<file path="src/rtl/ucie_ctl_stack_state_arb_if.sv">
// FDI/RDI state-handshake bundle between the protocol stacks, the PHY and the state arbiter.
// The master side drives stack requests, link errors and PHY status; the slave side is the arbiter.
interface ucie_ctl_stack_state_arb_if #(
  parameter int unsigned NUM_STACKS = 2
);
  logic [4*NUM_STACKS-1:0] i_fdi_lp_state_req;
  logic [NUM_STACKS-1:0]   i_fdi_lp_linkerror;
  logic [3:0]              i_rdi_pl_state_sts;
  logic [3:0]              o_rdi_lp_state_req;
  logic                    o_rdi_lp_linkerror;
  logic [4*NUM_STACKS-1:0] o_fdi_pl_state_sts;
  logic [NUM_STACKS-1:0]   o_req_done;
  logic                    o_timeout;
  logic                    o_busy;

  modport master (
    output i_fdi_lp_state_req, i_fdi_lp_linkerror, i_rdi_pl_state_sts,
    input  o_rdi_lp_state_req, o_rdi_lp_linkerror, o_fdi_pl_state_sts,
    input  o_req_done, o_timeout, o_busy
  );

  modport slave (
    input  i_fdi_lp_state_req, i_fdi_lp_linkerror, i_rdi_pl_state_sts,
    output o_rdi_lp_state_req, o_rdi_lp_linkerror, o_fdi_pl_state_sts,
    output o_req_done, o_timeout, o_busy
  );
endinterface

</file>
<file path="src/rtl/ucie_ctl_stack_state_arb.sv">
// Multi-stack FDI-to-RDI state arbiter: resolves per-stack state requests into one RDI request,
// holds it until the PHY status matches, a link error aborts it, or the wait times out.
module ucie_ctl_stack_state_arb #(
  parameter int unsigned NUM_STACKS     = 2,
  parameter int unsigned TIMEOUT_CYCLES = 1024
) (
  input logic                       i_clk,
  input logic                       i_rst_n,
  ucie_ctl_stack_state_arb_if.slave bus
);

  localparam int unsigned CNT_W = $clog2(TIMEOUT_CYCLES);

  localparam logic [3:0] CODE_NOP      = 4'b0000;
  localparam logic [3:0] CODE_ACTIVE   = 4'b0001;
  localparam logic [3:0] CODE_L1       = 4'b0100;
  localparam logic [3:0] CODE_L2       = 4'b1000;
  localparam logic [3:0] CODE_LINKRST  = 4'b1001;
  localparam logic [3:0] CODE_LINKERR  = 4'b1010;
  localparam logic [3:0] CODE_RETRAIN  = 4'b1011;
  localparam logic [3:0] CODE_DISABLED = 4'b1100;

  typedef enum logic {
    S_IDLE = 1'b0,
    S_WAIT = 1'b1
  } state_t;

  state_t                state, state_n;
  logic [3:0]            target, target_n;
  logic [CNT_W-1:0]      cnt, cnt_n;
  logic [NUM_STACKS-1:0] done_n;
  logic                  timeout_n;
  logic [3:0]            sts_q;
  logic [3:0]            resolved;
  logic                  any_dis, any_lr, any_rt, any_act, all_l2, all_pm;

  // Unlisted request codes collapse to NOP before arbitration.
  function automatic logic [3:0] norm_req(input logic [3:0] code);
    logic [3:0] res;
    res = CODE_NOP;
    case (code)
      CODE_ACTIVE, CODE_L1, CODE_L2, CODE_LINKRST, CODE_RETRAIN, CODE_DISABLED: res = code;
      default: res = CODE_NOP;
    endcase
    return res;
  endfunction

  // Priority resolution; PM states only win when every stack agrees on entering PM.
  always_comb begin
    any_dis = 1'b0;
    any_lr  = 1'b0;
    any_rt  = 1'b0;
    any_act = 1'b0;
    all_l2  = 1'b1;
    all_pm  = 1'b1;
    for (int n = 0; n < int'(NUM_STACKS); n++) begin
      any_dis = any_dis | (norm_req(bus.i_fdi_lp_state_req[4*n +: 4]) == CODE_DISABLED);
      any_lr  = any_lr  | (norm_req(bus.i_fdi_lp_state_req[4*n +: 4]) == CODE_LINKRST);
      any_rt  = any_rt  | (norm_req(bus.i_fdi_lp_state_req[4*n +: 4]) == CODE_RETRAIN);
      any_act = any_act | (norm_req(bus.i_fdi_lp_state_req[4*n +: 4]) == CODE_ACTIVE);
      all_l2  = all_l2  & (norm_req(bus.i_fdi_lp_state_req[4*n +: 4]) == CODE_L2);
      all_pm  = all_pm  & ((norm_req(bus.i_fdi_lp_state_req[4*n +: 4]) == CODE_L1) |
                           (norm_req(bus.i_fdi_lp_state_req[4*n +: 4]) == CODE_L2));
    end
    if (any_dis)      resolved = CODE_DISABLED;
    else if (any_lr)  resolved = CODE_LINKRST;
    else if (any_rt)  resolved = CODE_RETRAIN;
    else if (any_act) resolved = CODE_ACTIVE;
    else if (all_l2)  resolved = CODE_L2;
    else if (all_pm)  resolved = CODE_L1;
    else              resolved = CODE_NOP;
  end

  always_ff @(posedge i_clk) begin
    if (!i_rst_n) begin
      state  <= S_IDLE;
      target <= CODE_NOP;
      cnt    <= '0;
    end else begin
      state  <= state_n;
      target <= target_n;
      cnt    <= cnt_n;
    end
  end

  // Next-state: match beats link error, link error beats timeout.
  always_comb begin
    state_n   = state;
    target_n  = target;
    cnt_n     = cnt;
    done_n    = '0;
    timeout_n = 1'b0;
    case (state)
      S_IDLE: begin
        if ((resolved != CODE_NOP) && (resolved != sts_q)) begin
          state_n  = S_WAIT;
          target_n = resolved;
          cnt_n    = '0;
        end
      end
      S_WAIT: begin
        if (bus.i_rdi_pl_state_sts == target) begin
          state_n  = S_IDLE;
          target_n = CODE_NOP;
          for (int n = 0; n < int'(NUM_STACKS); n++) begin
            done_n[n] = (bus.i_fdi_lp_state_req[4*n +: 4] == target);
          end
        end else if (bus.i_rdi_pl_state_sts == CODE_LINKERR) begin
          state_n  = S_IDLE;
          target_n = CODE_NOP;
        end else if (cnt == CNT_W'(TIMEOUT_CYCLES - 1)) begin
          state_n   = S_IDLE;
          target_n  = CODE_NOP;
          timeout_n = 1'b1;
        end else begin
          cnt_n = cnt + CNT_W'(1);
        end
      end
      default: begin
        state_n  = S_IDLE;
        target_n = CODE_NOP;
      end
    endcase
  end

  // Registered outputs, plus the status copy used for the "already there" check.
  always_ff @(posedge i_clk) begin
    if (!i_rst_n) begin
      sts_q                  <= CODE_NOP;
      bus.o_rdi_lp_state_req <= CODE_NOP;
      bus.o_rdi_lp_linkerror <= 1'b0;
      bus.o_fdi_pl_state_sts <= '0;
      bus.o_req_done         <= '0;
      bus.o_timeout          <= 1'b0;
      bus.o_busy             <= 1'b0;
    end else begin
      sts_q                  <= bus.i_rdi_pl_state_sts;
      bus.o_rdi_lp_state_req <= (state_n == S_WAIT) ? target_n : CODE_NOP;
      bus.o_rdi_lp_linkerror <= |bus.i_fdi_lp_linkerror;
      bus.o_fdi_pl_state_sts <= {NUM_STACKS{bus.i_rdi_pl_state_sts}};
      bus.o_req_done         <= done_n;
      bus.o_timeout          <= timeout_n;
      bus.o_busy             <= (state_n == S_WAIT);
    end
  end

endmodule
</file>
<file path="src/flat_wrapper.sv">
// flat-port wrapper written by rule: the top's interface ports become plain ports
module ucie_ctl_stack_state_arb_flat 
#(
  parameter int unsigned NUM_STACKS     = 2,
  parameter int unsigned TIMEOUT_CYCLES = 1024
)
  (i_clk, i_rst_n, bus_i_fdi_lp_state_req, bus_i_fdi_lp_linkerror, bus_i_rdi_pl_state_sts, bus_o_rdi_lp_state_req, bus_o_rdi_lp_linkerror, bus_o_fdi_pl_state_sts, bus_o_req_done, bus_o_timeout, bus_o_busy);
  ucie_ctl_stack_state_arb_if #(.NUM_STACKS(NUM_STACKS)) bus_i ();
  input logic i_clk;
  input logic i_rst_n;
  input wire logic [$bits(bus_i.i_fdi_lp_state_req)-1:0] bus_i_fdi_lp_state_req;
  input wire logic [$bits(bus_i.i_fdi_lp_linkerror)-1:0] bus_i_fdi_lp_linkerror;
  input wire logic [$bits(bus_i.i_rdi_pl_state_sts)-1:0] bus_i_rdi_pl_state_sts;
  output wire logic [$bits(bus_i.o_rdi_lp_state_req)-1:0] bus_o_rdi_lp_state_req;
  output wire logic [$bits(bus_i.o_rdi_lp_linkerror)-1:0] bus_o_rdi_lp_linkerror;
  output wire logic [$bits(bus_i.o_fdi_pl_state_sts)-1:0] bus_o_fdi_pl_state_sts;
  output wire logic [$bits(bus_i.o_req_done)-1:0] bus_o_req_done;
  output wire logic [$bits(bus_i.o_timeout)-1:0] bus_o_timeout;
  output wire logic [$bits(bus_i.o_busy)-1:0] bus_o_busy;
  assign bus_i.i_fdi_lp_state_req = bus_i_fdi_lp_state_req;
  assign bus_i.i_fdi_lp_linkerror = bus_i_fdi_lp_linkerror;
  assign bus_i.i_rdi_pl_state_sts = bus_i_rdi_pl_state_sts;
  assign bus_o_rdi_lp_state_req = bus_i.o_rdi_lp_state_req;
  assign bus_o_rdi_lp_linkerror = bus_i.o_rdi_lp_linkerror;
  assign bus_o_fdi_pl_state_sts = bus_i.o_fdi_pl_state_sts;
  assign bus_o_req_done = bus_i.o_req_done;
  assign bus_o_timeout = bus_i.o_timeout;
  assign bus_o_busy = bus_i.o_busy;
  ucie_ctl_stack_state_arb #(.NUM_STACKS(NUM_STACKS), .TIMEOUT_CYCLES(TIMEOUT_CYCLES)) u_core (.i_clk(i_clk), .i_rst_n(i_rst_n), .bus(bus_i));
endmodule
</file>
<file path="config.mk">
export PLATFORM = sky130hd
export DESIGN_NAME = ucie_ctl_stack_state_arb_flat
export DESIGN_NICKNAME = d
export VERILOG_FILES = /design/src/rtl/ucie_ctl_stack_state_arb_if.sv /design/src/rtl/ucie_ctl_stack_state_arb.sv /design/src/flat_wrapper.sv
export SDC_FILE = /design/constraint.sdc
export NUM_CORES = 1
export LEC_CHECK = 0
export BUFFER_PORTS_ARGS = -buffer_cell sky130_fd_sc_hd__buf_2
export CAP_MARGIN = 15
export CORE_AREA = 2 2 59 66
export DETAILED_ROUTE_END_ITERATION = 10
export DIE_AREA = 0 0 61 68
export PLACE_DENSITY = 0.76
export SLEW_MARGIN = 20
export SYNTH_ARGS = -nofsm -noshare
export SYNTH_HDL_FRONTEND = slang
export SYNTH_SLANG_ARGS = --single-unit
</file>
<file path="constraint.sdc">
create_clock -name i_clk -period 2.1 [get_ports i_clk]
set_clock_uncertainty 0.1 [all_clocks]
set_input_delay 0 -clock i_clk [delete_from_list [all_inputs] [get_ports i_clk]]
set_output_delay 0 -clock i_clk [all_outputs]
set_load 0.05 [all_outputs]
</file>
; Word-level counts from Yosys, hierarchy flattened
; Cells that the tools add are included.
[classes]
eq_ne = 34
reduce_logical = 9
addsub = 1
bitwise_logic = 10
n_mux = 24
[op_table]
columns = cell, n
row1 = $eq A4 B4 Y1 const B, 17
row2 = $mux W4, 11
row3 = $mux W10, 4
row4 = $pmux W10 S2, 1
row5 = $eq A4 B1 Y1 const B, 4
row6 = $eq A4 B3 Y1 const B, 4
row7 = $eq A4 B4 Y1, 3
row8 = $reduce_or A6 Y1, 2
row9 = $add A10 B1 Y10 const B, 1
row10 = $eq A10 B10 Y1 const B, 1
row11 = $pmux W4 S2, 1
row12 = $ne A2 B2 Y1 const B, 3
row13 = $or A1 B1 Y1, 6
row14 = $mux W1, 5
row15 = $ne A4 B4 Y1, 1
row16 = $reduce_and A4 Y1, 1
row17 = $reduce_bool A4 Y1, 1
row18 = $reduce_or A4 Y1, 1
row19 = $mux W3, 1
row20 = $reduce_and A3 Y1, 1
row21 = $and A1 B1 Y1, 2
row22 = $ne A2 B1 Y1 const B, 1
row23 = $not A1 Y1, 2
row24 = $pmux W1 S2, 1
row25 = other kinds (3), 3
[totals]
input_bits = 16
register_bits = 35

; Longest topological paths before layout
[logic_depth]
depth_word = 17
mapped_depth = 9
ltp_nobuf = 8

; Least setup slack after synthesis
; No wires, ideal clock.
[synth_path]
kind = reg2reg
from = reg u_core.state
to = reg u_core.cnt[8]
t_required_ns = 1.880
arrival_ns = 1.876
slack_ns = 0.004
n_path_buf = 1
stages_incl_launch_ff = 7
cell_sequence = dfxtp_1 > and3_1 > buf_2 > and3_1 > nand3_1 > and3_1 > o31a_1
[synth_between]
elab_chain_cells = 3
[synth_lines]
columns = element, line
row1 = "start, declared", ucie_ctl_stack_state_arb.sv:28  ; state_t state, state_n;
row2 = "start signal, assigned", ucie_ctl_stack_state_arb.sv:80  ; state <= state_n;
row3 = $not A1 Y1 (no line), -
row4 = $ne A2 B1 Y1 (no line), -
row5 = $reduce_and A4 Y1 (no line), -
row6 = "end signal, assigned", ucie_ctl_stack_state_arb.sv:82  ; cnt <= cnt_n;
row7 = "end, declared", ucie_ctl_stack_state_arb.sv:30  ; logic [CNT_W-1:0] cnt, cnt_n;
; Parallel ways exist; a longest one is shown, timed or not.
; A chain may end at the register's enable or synchronous reset.

; Worst setup path in the final report
[layout_path]
from = in bus_i_rdi_pl_state_sts[0]
to = reg u_core.cnt[8]
[layout_between]
elab_chain_cells = 3
[layout_lines]
columns = element, line
row1 = "start, declared", flat_wrapper.sv:13  ; input wire logic [$bits(bus_i.i_rdi_pl_state_sts)-1:0] bus_i_rdi_pl_state_sts;
row2 = "$eq A4 B4 Y1, on equally long branches", "ucie_ctl_stack_state_arb.sv:102, ucie_ctl_stack_state_arb.sv:108"
row3 = $ne A2 B2 Y1 (no line), -
row4 = $reduce_and A4 Y1 (no line) *, -
; Every way passes the cells marked *; elsewhere a longest branch is shown, timed or not.

==> results.md <==
* Outcome: finished, final reports clean
* Area leader, netlist: dfxtp_1
* Clk_lat worst skew at around 260 ps
* Total number of vias at 1464
* # diodes at 0
* Area delta synth->final at 26.5%
* Drt initial violations at 91
* Clock Path Buffers at 2
* GRT Overall Usage at 18.3%
* Die area at 4150 um^2
* DIE WIDTH at 61 um
* Detailed Place HPWL at ~2800 um
* Total gr overflow at 0
* Critical path depth in cells at 9
* Post-synth top flop: dfxtp_1
* Crit path max fanout at 3
* NumNets Final at 250
* Via density at about 5.2
* Antenna-violating nets left at 0
* Synth Cell Area at 1640 um^2
* Die Y at 68 um
* Minimum hold slack at 32.3 ps
* Slowest-stage cell, CP: dlygate4sd3_1
* EDFF count, synth at 0
* First-pass GRT wire length at between 5000 and 6000 um
* Max_slew headroom at 65.8%
* Placeable core area at 3540 um^2
* Core Rows at 23
* Pwr Total at ~1.2 mW
* CP dominant cell by count: and3_1
* Worst Setup End Kind: flip-flop
* Commonest cells post-synth: dfxtp_1, nor2_1, xnor2_1
* Setup tns final at 0 ps
* CTS Sinks at 27
* Synth unique cells at 55
* Min-delay src: bus_i_fdi_lp_state_req[4]
* Sequential element share of the synthesized area at about a third
* Synth area leaders: dfxtp_1, xnor2_1, nor2_1
* Reg2reg start: u_core.cnt[0]
* TritonCTS clock tree: done
* Fin util at 58.5%
* Reg clk slew, reported paths at 80 ps
* PD cells at 587 nW/um^2
* Share of the synthesized area in the top cell type at between 30% and 40%
* Worst Reg-to-Reg Cells at 8
* Worst vdd ir at 419 uV
* Reg2reg setup slack at 90 ps
* Flops & latches, synth at 27
* Yosys warnings at 0
* Worst Path Required at 2150 ps
* Vias in the first global route at about 1400
* Share of cells above drive strength 1 at 30.6%
* Fin crit period at approximately 2000 ps
* Syn avg cell area at about 9.0 um^2
* Worst Tran Pin Value at ~510 ps
* Final Slew Violations at 0
* GPL Wtd Cong at between 0.8 and 0.9
* Fin. Hold Viols at 0
* Period utilization at 96.7%
* # DRC at 0
* Post-synthesis async set-or-reset flop share at 0%
* Drt pass-1 iters at 4
* H-tree depth at 1
* I/O pins at 33
* Cell chain of the critical path: dlygate4sd3_1 -> buf_2 -> xnor2_1 -> a41oi_2 -> and3_4 -> and3_1 -> nand3_1 -> and3_1 -> o31a_1
* CP Launch Point: bus_i_rdi_pl_state_sts[0]
* Num CTS Buffers at 3
* CP Launch Type: input port
* Bufs and invs on worst path at 2
* F_max at ~490 MHz
* Static Leak at 0.829 nW
* Crit path largest cell delay at roughly 540 ps
* Hold depth at 4
* Port Buffer Count at 32
* Cell with the most instances after synthesis: dfxtp_1
* Initial antenna violation count at 0
* Root buf cell: clkbuf_8
* Crit path DAT at 2090 ps
* Largest net degree at the start of global routing at 15
* Initial core utilization at 46.2%
* Syn_nets at 198
* Max-Cap Viols at 0
* Cells after Synth at 181
* Hold crit path type: input port to flip-flop
* Final setup fails at 0
* Critical path type: input port to flip-flop
* Per-cell routed wire length at approximately 13 um
* Worst path top cell family by delay: simple AND/OR/NAND/NOR gates
* Final wirelength at 3670 um
==> cells by family (layout without fill, tap and decap cells) <==
family	after synthesis	in the layout	synth area share, %
and+or+nand+nor	84	84	30.2
AOI/OAI and AO/OA	32	32	18.4
DFF	27	27	33.0
xor gates and xnor gates	22	22	12.2
buffers and inverters	15	66	5.35
adders and majority gates	1	1	0.764
==> final timing paths <==
kind,endpoint
max reg2reg,u_core.cnt[8]
min reg2reg,u_core.cnt[1]
max,u_core.cnt[8]
min,u_core.bus.o_req_done[1]
==> layer usage <==
metal,track usage (%),vias to the layer above,wire (um)
met5,0,-,0
li1,-,741,-
met1,19.4,693,1540
met4,8.42,0,97
met2,34.9,20,1970
met3,2.46,10,57
==> repair_timing <==
action                                 in CTS  in global routing
setup endpoints to repair                   0                  1
resized for setup                           0                  3
setup buffers                               0                  1
endpoints found under the hold margin       9                  0
hold buffers                               10                  0
==> through the flow <==
step | instance area, um^2 | std cells | setup slack [ps]
after floorplan | 1640 | 181 | 4.07
after global placement | 1900 | 267 | 70.0
after detailed placement | 1900 | 267 | 35.4
after CTS | 2050 | 281 | 63.4
after global routing | 2070 | 282 | -13.5
final | 2070 | 282 | 69.4
==> area by class of cell <==
type | count | area [um^2]
fillers | 328 | 1470
multi-input cells | 139 | 1020
flip-flops and latches | 27 | 541
repair buffers | 59 | 388
well taps | 50 | 62.6
clock buffers | 4 | 45.0
inverters | 3 | 11.3
==> state kept, by name, summed over array words and instances (netlist names) <==
name                           flops
u_core.cnt                        10
u_core.bus.o_rdi_lp_state_req      4
u_core.target                      4
u_core.sts_q                       3
u_core.bus.o_req_done              2
u_core.bus.o_fdi_pl_state_sts      1
u_core.bus.o_rdi_lp_linkerror      1
u_core.bus.o_timeout               1
u_core.state                       1
==> report_power, final <==
group	total, mW	switching (mW)	internal [mW]
combinational	0.383	0.220	0.163
sequential	0.555	0.0220	0.533
clock	0.277	0.141	0.135
total	1.22	0.384	0.832
==> worst min-delay path: stages <==
cell and delay [ps]:
buf_2 160, xnor2_1 90, nand4_1 80, nor2_1 30
==> placed cells by master (no fill, tap or decap), drive strengths merged, types with 4 or more instances in the layout <==
| master | n |
|---|---|
| o22ai | 5 |
| and2 | 6 |
| nand4 | 6 |
| nand3 | 9 |
| dlygate4sd3 | 10 |
| a21oi | 7 |
| xnor2 | 15 |
| dfxtp | 27 |
| nor2 | 16 |
| nand2b | 5 |
| nand2 | 15 |
| xor2 | 7 |
| clkbuf | 4 |
| and3 | 5 |
| buf | 49 |
No activity file was read; power rests on OpenSTA's default activity.
